<file path="src/rtl/td4_pkg.sv">
// Shared TD4 constants for the switch input conditioner.
package td4_pkg;

    localparam int unsigned DEBOUNCE_CYCLES     = 500000;
    localparam int unsigned DEBOUNCE_CYCLES_SIM = 4;
    localparam int unsigned DEBOUNCE_CNT_W      = 19;

    typedef enum logic {
        DB_STABLE   = 1'b0,
        DB_COUNTING = 1'b1
    } db_state_e;

endpackage

</file>
<file path="src/rtl/debounce_bit.sv">
// One switch bit: 2-flop synchroniser, hold-time counter, registered level and edge pulses.
module debounce_bit
    import td4_pkg::*;
#(
    parameter int unsigned CNT_MAX = DEBOUNCE_CYCLES,
    parameter int unsigned CNT_W   = DEBOUNCE_CNT_W
) (
    input  logic CLK,
    input  logic clr_n,
    input  logic d_raw,
    output logic q,
    output logic rise,
    output logic fall,
    output logic busy
);

    localparam logic [CNT_W-1:0] CNT_LAST = CNT_W'(CNT_MAX - 1);

    logic             s1_q;
    logic             s2_q;
    logic [CNT_W-1:0] cnt_q;
    logic [CNT_W-1:0] cnt_d;
    logic             q_q;
    logic             q_d;
    logic             rise_q;
    logic             rise_d;
    logic             fall_q;
    logic             fall_d;
    db_state_e        state_c;

    // Next-state: any agreement with the held level discards a partial count.
    always_comb begin
        cnt_d   = '0;
        q_d     = q_q;
        rise_d  = 1'b0;
        fall_d  = 1'b0;
        state_c = (s2_q != q_q) ? DB_COUNTING : DB_STABLE;
        case (state_c)
            DB_COUNTING: begin
                if (cnt_q == CNT_LAST) begin
                    q_d    = s2_q;
                    rise_d = s2_q;
                    fall_d = ~s2_q;
                end else begin
                    cnt_d = cnt_q + CNT_W'(1);
                end
            end
            default: cnt_d = '0;
        endcase
    end

    always_ff @(posedge CLK or negedge clr_n) begin
        if (!clr_n) begin
            s1_q   <= 1'b0;
            s2_q   <= 1'b0;
            cnt_q  <= '0;
            q_q    <= 1'b0;
            rise_q <= 1'b0;
            fall_q <= 1'b0;
        end else begin
            s1_q   <= d_raw;
            s2_q   <= s1_q;
            cnt_q  <= cnt_d;
            q_q    <= q_d;
            rise_q <= rise_d;
            fall_q <= fall_d;
        end
    end

    assign q    = q_q;
    assign rise = rise_q;
    assign fall = fall_q;
    // Counter occupancy after the coming edge, so the parent can register it in step.
    assign busy = (cnt_d != '0);

endmodule

</file>
<file path="src/rtl/sw_debounce.sv">
// Slide-switch conditioner for the TD4 IN port: per-bit debounce plus an all-quiet flag.
module sw_debounce
    import td4_pkg::*;
#(
    parameter int unsigned WIDTH       = 4,
    parameter bit          USE_SIM_CNT = 1'b0,
    parameter int unsigned CNT_MAX     = USE_SIM_CNT ? DEBOUNCE_CYCLES_SIM : DEBOUNCE_CYCLES,
    parameter int unsigned CNT_W       = DEBOUNCE_CNT_W
) (
    input  logic             CLK,
    input  logic             clr_n,
    input  logic [WIDTH-1:0] sw_raw,
    output logic [WIDTH-1:0] sw_db,
    output logic [WIDTH-1:0] sw_rise,
    output logic [WIDTH-1:0] sw_fall,
    output logic             stable
);

    logic [WIDTH-1:0] busy_c;
    logic             stable_q;

    for (genvar i = 0; i < WIDTH; i++) begin : g_bit
        debounce_bit #(
            .CNT_MAX (CNT_MAX),
            .CNT_W   (CNT_W)
        ) u_bit (
            .CLK   (CLK),
            .clr_n (clr_n),
            .d_raw (sw_raw[i]),
            .q     (sw_db[i]),
            .rise  (sw_rise[i]),
            .fall  (sw_fall[i]),
            .busy  (busy_c[i])
        );
    end

    // Registered with the counters so it reflects the same edge's count values.
    always_ff @(posedge CLK or negedge clr_n) begin
        if (!clr_n) begin
            stable_q <= 1'b1;
        end else begin
            stable_q <= ~|busy_c;
        end
    end

    assign stable = stable_q;

endmodule

</file>
<file path="config.mk">
export PLATFORM = sky130hd
export DESIGN_NAME = sw_debounce
export DESIGN_NICKNAME = d
export VERILOG_FILES = /design/src/rtl/td4_pkg.sv /design/src/rtl/debounce_bit.sv /design/src/rtl/sw_debounce.sv
export SDC_FILE = /design/constraint.sdc
export NUM_CORES = 1
export LEC_CHECK = 0
export ABC_AREA = 1
export BUFFER_PORTS_ARGS = -buffer_cell sky130_fd_sc_hd__buf_2
export CAP_MARGIN = 40
export CORE_MARGIN = 2
export CORE_UTILIZATION = 23
export DETAILED_ROUTE_END_ITERATION = 6
export SLEW_MARGIN = 20
export SYNTH_ARGS = -nofsm -noshare
export SYNTH_HDL_FRONTEND = slang
export SYNTH_SLANG_ARGS = --single-unit
</file>
<file path="constraint.sdc">
create_clock -name CLK -period 2.3 [get_ports CLK]
set_input_delay 0.115 -clock CLK [delete_from_list [all_inputs] [get_ports CLK]]
set_output_delay 0.115 -clock CLK [all_outputs]
set_load 0.005 [all_outputs]
</file>
# Word level (Yosys, flattened, before mapping)
# Cells that the tools add are included.
op_classes:
  add_sub_neg: 4
  eq_ne: 8
  n_mux: 28
  bitwise: 4
  n_reduce_logical: 10
ops:
  columns: ["operator", "count"]
  rows:
  - ["two-way mux 19 bit", 8]
  - ["adder 19 x 1 -> 19 bit (second input constant)", 4]
  - ["== test 19 bit (second input constant)", 4]
  - ["nonzero test 19 bit", 4]
  - ["two-way mux 1 bit", 20]
  - ["AND reduction 2 bit", 4]
  - ["!= test 1 bit", 4]
  - ["NOT 1 bit", 4]
  - ["OR reduction 4 bit", 1]
  - ["logical NOT 1 bit", 1]
word_totals:
  reg_bits: 97

# Logic depth before layout (Yosys ltp)
depth:
  word_depth: 6
  mapped_depth: 15

# By module
# Synthesis repeated with hierarchy kept, for this count alone.
hier_totals:
  hier_cells: 796
  hier_area_um2: 5873.1
modules_own_cells:
  columns: ["mod", "n_inst", "cells_each", "area_per_inst_um2", "seq_area_each_um2"]
  rows:
  - ["debounce_bit", 4, 197, 1455.1, 600.6]
  - ["sw_debounce", 1, 8, 52.6, 26.3]

# Worst setup path after synthesis
# Ideal clock, no wire load.
synth_timing:
  path_type: "register -> register"
  start: "reg g_bit[2].u_bit.cnt_q[0]"
  end: "reg stable_q, in the netlist stable"
  t_arrival_ns: 1.597
  setup_slack_ns: 0.639
  stages_incl_launch_ff: 15
  period_less_slack_ns: 1.661
  cell_sequence: "dfrtp_1 ha_1 nand3_1 inv_1 nand2_1 nand2_1 nand2_1 inv_1 o21ai_0 nand2_1 nor2_1 nand2_1 nor2_1 nand2_1 nor2_2"
synth_via:
  elab_chain_len: 6
  elab_cells_between_ends: 7
  cone_classes: "1 x add/sub; 1 x eq/ne; 2 x mux; 3 x reduce/logical"
synth_rtl:
  columns: ["element", "line_no", "source"]
  rows:
  - ["start, declared", "debounce_bit.sv:21", "logic [CNT_W-1:0] cnt_q;"]
  - ["start signal, assigned", "debounce_bit.sv:63", "cnt_q <= cnt_d;"]
  - ["adder 19 x 1 -> 19 bit or == test 19 bit (tied branches)", "debounce_bit.sv:45, debounce_bit.sv:40", null]
  - ["two-way mux 19 bit *", "debounce_bit.sv:40", "if (cnt_q == CNT_LAST) begin"]
  - ["two-way mux 19 bit *", "debounce_bit.sv:38", "case (state_c)"]
  - ["nonzero test 19 bit *", "debounce_bit.sv:74", "assign busy = (cnt_d != '0);"]
  - ["OR reduction 4 bit *", "sw_debounce.sv:42", "stable_q <= ~|busy_c;"]
  - ["logical NOT 1 bit *", "sw_debounce.sv:42", null]
  - ["end signal, assigned", "sw_debounce.sv:42", null]
  - ["end, declared", "sw_debounce.sv:20", "logic stable_q;"]
# Every way passes the cells marked *; elsewhere a longest branch is shown, timed or not.
# A chain may end at the register's enable or synchronous reset.

# Worst setup path after layout
# Ends and elaborated chain as after synthesis.

==> metrics <==
status finished, final reports clean; Overflow after GRT 0; CP Cell Sequence ha_1 -> nand2_1 -> nor2_1 -> nand3_1 -> nand2_2 -> inv_2 -> nand2_1 -> nand3b_1 -> nor2_1 -> nand2_1 -> nor2_1 -> nand2_1 -> nor2_2; Worst Max-Slew Pin Slew 0.539 ns; placed cells 1,145; synthesized area per cell 6.98 um^2; CP required 2.61 ns; Hold WC Path Type primary input to asynchronous set/reset pin; largest net degree at the start of global routing 98; Leak 0.00337 uW; Seq cells post-synth 97; CP startpoint kind flop; Pre-antenna DRT Iters 5; vias in the first global route 4,574; # diodes 0; Worst-path clk slew 0.07 ns; Final #Nets 847; worst-path fanout max 7; Placer Congestion 0.883; r2r startpoint g_bit[2].u_bit.cnt_q[0]$_DFF_PN0_; All-Layer GR Usage 0.104; Syn. warnings 0; CTS tree done; CTS max path bufs 2; Root Driver clkbuf_16; cell taking the most area after synthesis dfrtp_1; # rows 57; WP data arrival 2.34 ns; Top-Level Pins 19; RSZ-0062 raised after global routing no; initial antenna violation count 0; depth of the most critical reg-to-reg path 13; final wirelength 12,800 um; register area share after synthesis 0.427; setup bufs post-CTS 0; clock skew 0.00668 ns; port bufs 18; Synth Area in Adders 0.00880; post-layout min period 2.04 ns; Post-DRT Antenna Nets 0; H-Tree Depth 3; Chip Width 161 um; worst r2r dst stable$_DFF_PN1_; Final period util 0.886; final setup fails 0; Core Area 0.0243 mm^2; clk sink count 97; largest cells by area after synthesis dfrtp_1, nand2_1, inv_1, nor2_1, nand3_1; cells after synthesis 814; max_cap viols 0; routed length per instance 11.0 um; Fin. Hold Viols 0; top-area cell type share of the netlist area 0.423; peak supply drop 435 uV; Fin Setup TNS 0 ns; XOR/XNOR Fraction of Synth Area 0.0216; largest family of logic cells by synthesized area simple AND/OR/NAND/NOR gates; CP peak stage delay 0.41 ns; Remaining DRCs 0; Top cell by count, worst path nand2_1; die area 0.0260 mm^2; final hold slack 0.319 ns; compound-cell area share of the yosys netlist 0.0361; global-route wire length before repair 21,800 um; Mapped Area 0.00568 mm^2; CTS buffer count 9; crit path max-delay cell type dfrtp_1; Iter 0 DRT Violations 315; mux cell area share after synthesis 0; Max Fclk 491 MHz; Overall Power 3410 uW; Final HPWL DP 9620 um; initial core utilization 0.234; CP Class flop to flop; Area growth syn-to-layout 13.5%; Cell variety after synth 30; slack of the worst reg-to-reg path 0.26 ns; crit path capture type flop; Vias per Instance 4.23; slew margin rel. 0.641; Post-Synth Simple-Gate Area 0.395; post-synthesis net count 824; layout cells sized above 1 0.0950; die height 161 um; Pwr Density 529 mW/mm^2; vias 4,927; post-route insts no fill 1,166; fin. max-slew vios 0; Clock Latency Late Sink 0.36 ns
-- layout make-up --
type	instances	area [um^2]
well taps	324	405
clock inverters	5	45.0
repair buffers	25	170
inverters	142	536
flip-flops and latches	97	2430
fillers	2616	17900
clock buffers	11	243
multi-input cells	562	2630
-- flip-flops by register name, summed over array words and instances, names as in the netlist --
register	count
g_bit.u_bit.rise	4
g_bit.u_bit.s2_q	4
stable	1
g_bit.u_bit.cnt_q	76
g_bit.u_bit.fall	4
g_bit.u_bit.s1_q	4
g_bit.u_bit.q	4
-- logic make-up after synthesis --
kind of cell,Yosys count
AO/OA/AOI/OAI,37
XOR/XNOR,14
adder cells (fa/ha/maj),4
buffers and inverters,155
flip-flops,97
AND/OR/NAND/NOR,507
-- through the flow --
step	instance area (um^2)	worst slack (ns)	util
2_1_floorplan	5680	0.639	-
3_3_place_gp	6110	0.278	0.251
3_5_place_dp	6110	0.293	0.251
4_1_cts	6450	0.276	0.265
5_1_grt	6450	0.0276	0.265
6_report	6450	0.263	0.265
-- critical path, delay by kind of cell (launching register included) --
| kind | cells | cell delay, ns |
|---|---|---|
| simple gates | 11 | 1.25 |
| buf+inv | 1 | 0.10 |
| flops | 1 | 0.41 |
| fa+ha+maj | 1 | 0.22 |
-- routing by layer --
| layer | GRT usage | up-vias | part of all wire |
|---|---|---|---|
| met5 | 0 | - | 0 |
| met1 | 0.134 | 2255 | 0.48 |
| li1 | - | 2576 | - |
| met2 | 0.169 | 82 | 0.46 |
| met4 | 0.0313 | 0 | 0.012 |
| met3 | 0.0282 | 14 | 0.042 |
-- layout by cell type (no fill, tap or decap), types with 4 or more instances in the layout --
cell	count
dfrtp_1	96
or2_2	7
o21bai_1	7
buf_2	17
o21ai_0	12
nor3_1	16
inv_2	5
clkbuf_16	9
nor2_1	132
a21oi_1	16
inv_1	135
xor2_1	11
ha_1	4
dlygate4sd3_1	5
nand2_2	7
nand4_1	24
nand3_1	87
nor2_2	16
nand2_1	203
-- how the worst max path moves through the flow --
stage                                            startpoint                to  slack, ns  cells past startpoint
after floorplan           g_bit[2].u_bit.cnt_q[0]$_DFF_PN0_  stable$_DFF_PN1_       0.64                     14
after global placement    g_bit[2].u_bit.cnt_q[0]$_DFF_PN0_  stable$_DFF_PN1_       0.28                     13
after detailed placement  g_bit[2].u_bit.cnt_q[0]$_DFF_PN0_  stable$_DFF_PN1_       0.29                     13
after CTS                 g_bit[2].u_bit.cnt_q[0]$_DFF_PN0_  stable$_DFF_PN1_       0.28                     13
after global routing      g_bit[3].u_bit.cnt_q[0]$_DFF_PN0_  stable$_DFF_PN1_       0.03                     13
final                     g_bit[2].u_bit.cnt_q[0]$_DFF_PN0_  stable$_DFF_PN1_       0.26                     13
-- synthesized netlist by cell type --
library cell	instances
buf_4	12
nor2_4	3
nor3_1	16
nor2_1	132
a21oi_1	16
xnor2_1	3
o21a_1	1
o21ai_0	12
nand2_2	7
nand3b_1	3
nor2_2	16
inv_4	1
nor4_1	3
dfstp_2	1
buf_2	1
nand2_4	3
dfrtp_1	96
inv_1	135
o21bai_1	7
clkinv_1	1
nor3b_1	1
nand4_1	24
nand2_1	203
inv_2	5
xor2_1	11
nand3_1	87
ha_1	4
o21ai_1	1
nand3_2	2
or2_2	7
-- power breakdown --
part           switching [uW]  internal (uW)
clock network             723            784
logic                     108           47.6
registers                20.2           1730
-- repair_timing --
item | in CTS | in global routing
resized for setup | 0 | 0
endpoints found under the hold margin | 100 | 0
hold buffers | 5 | 0
Power figures use the tool's default switching activity.
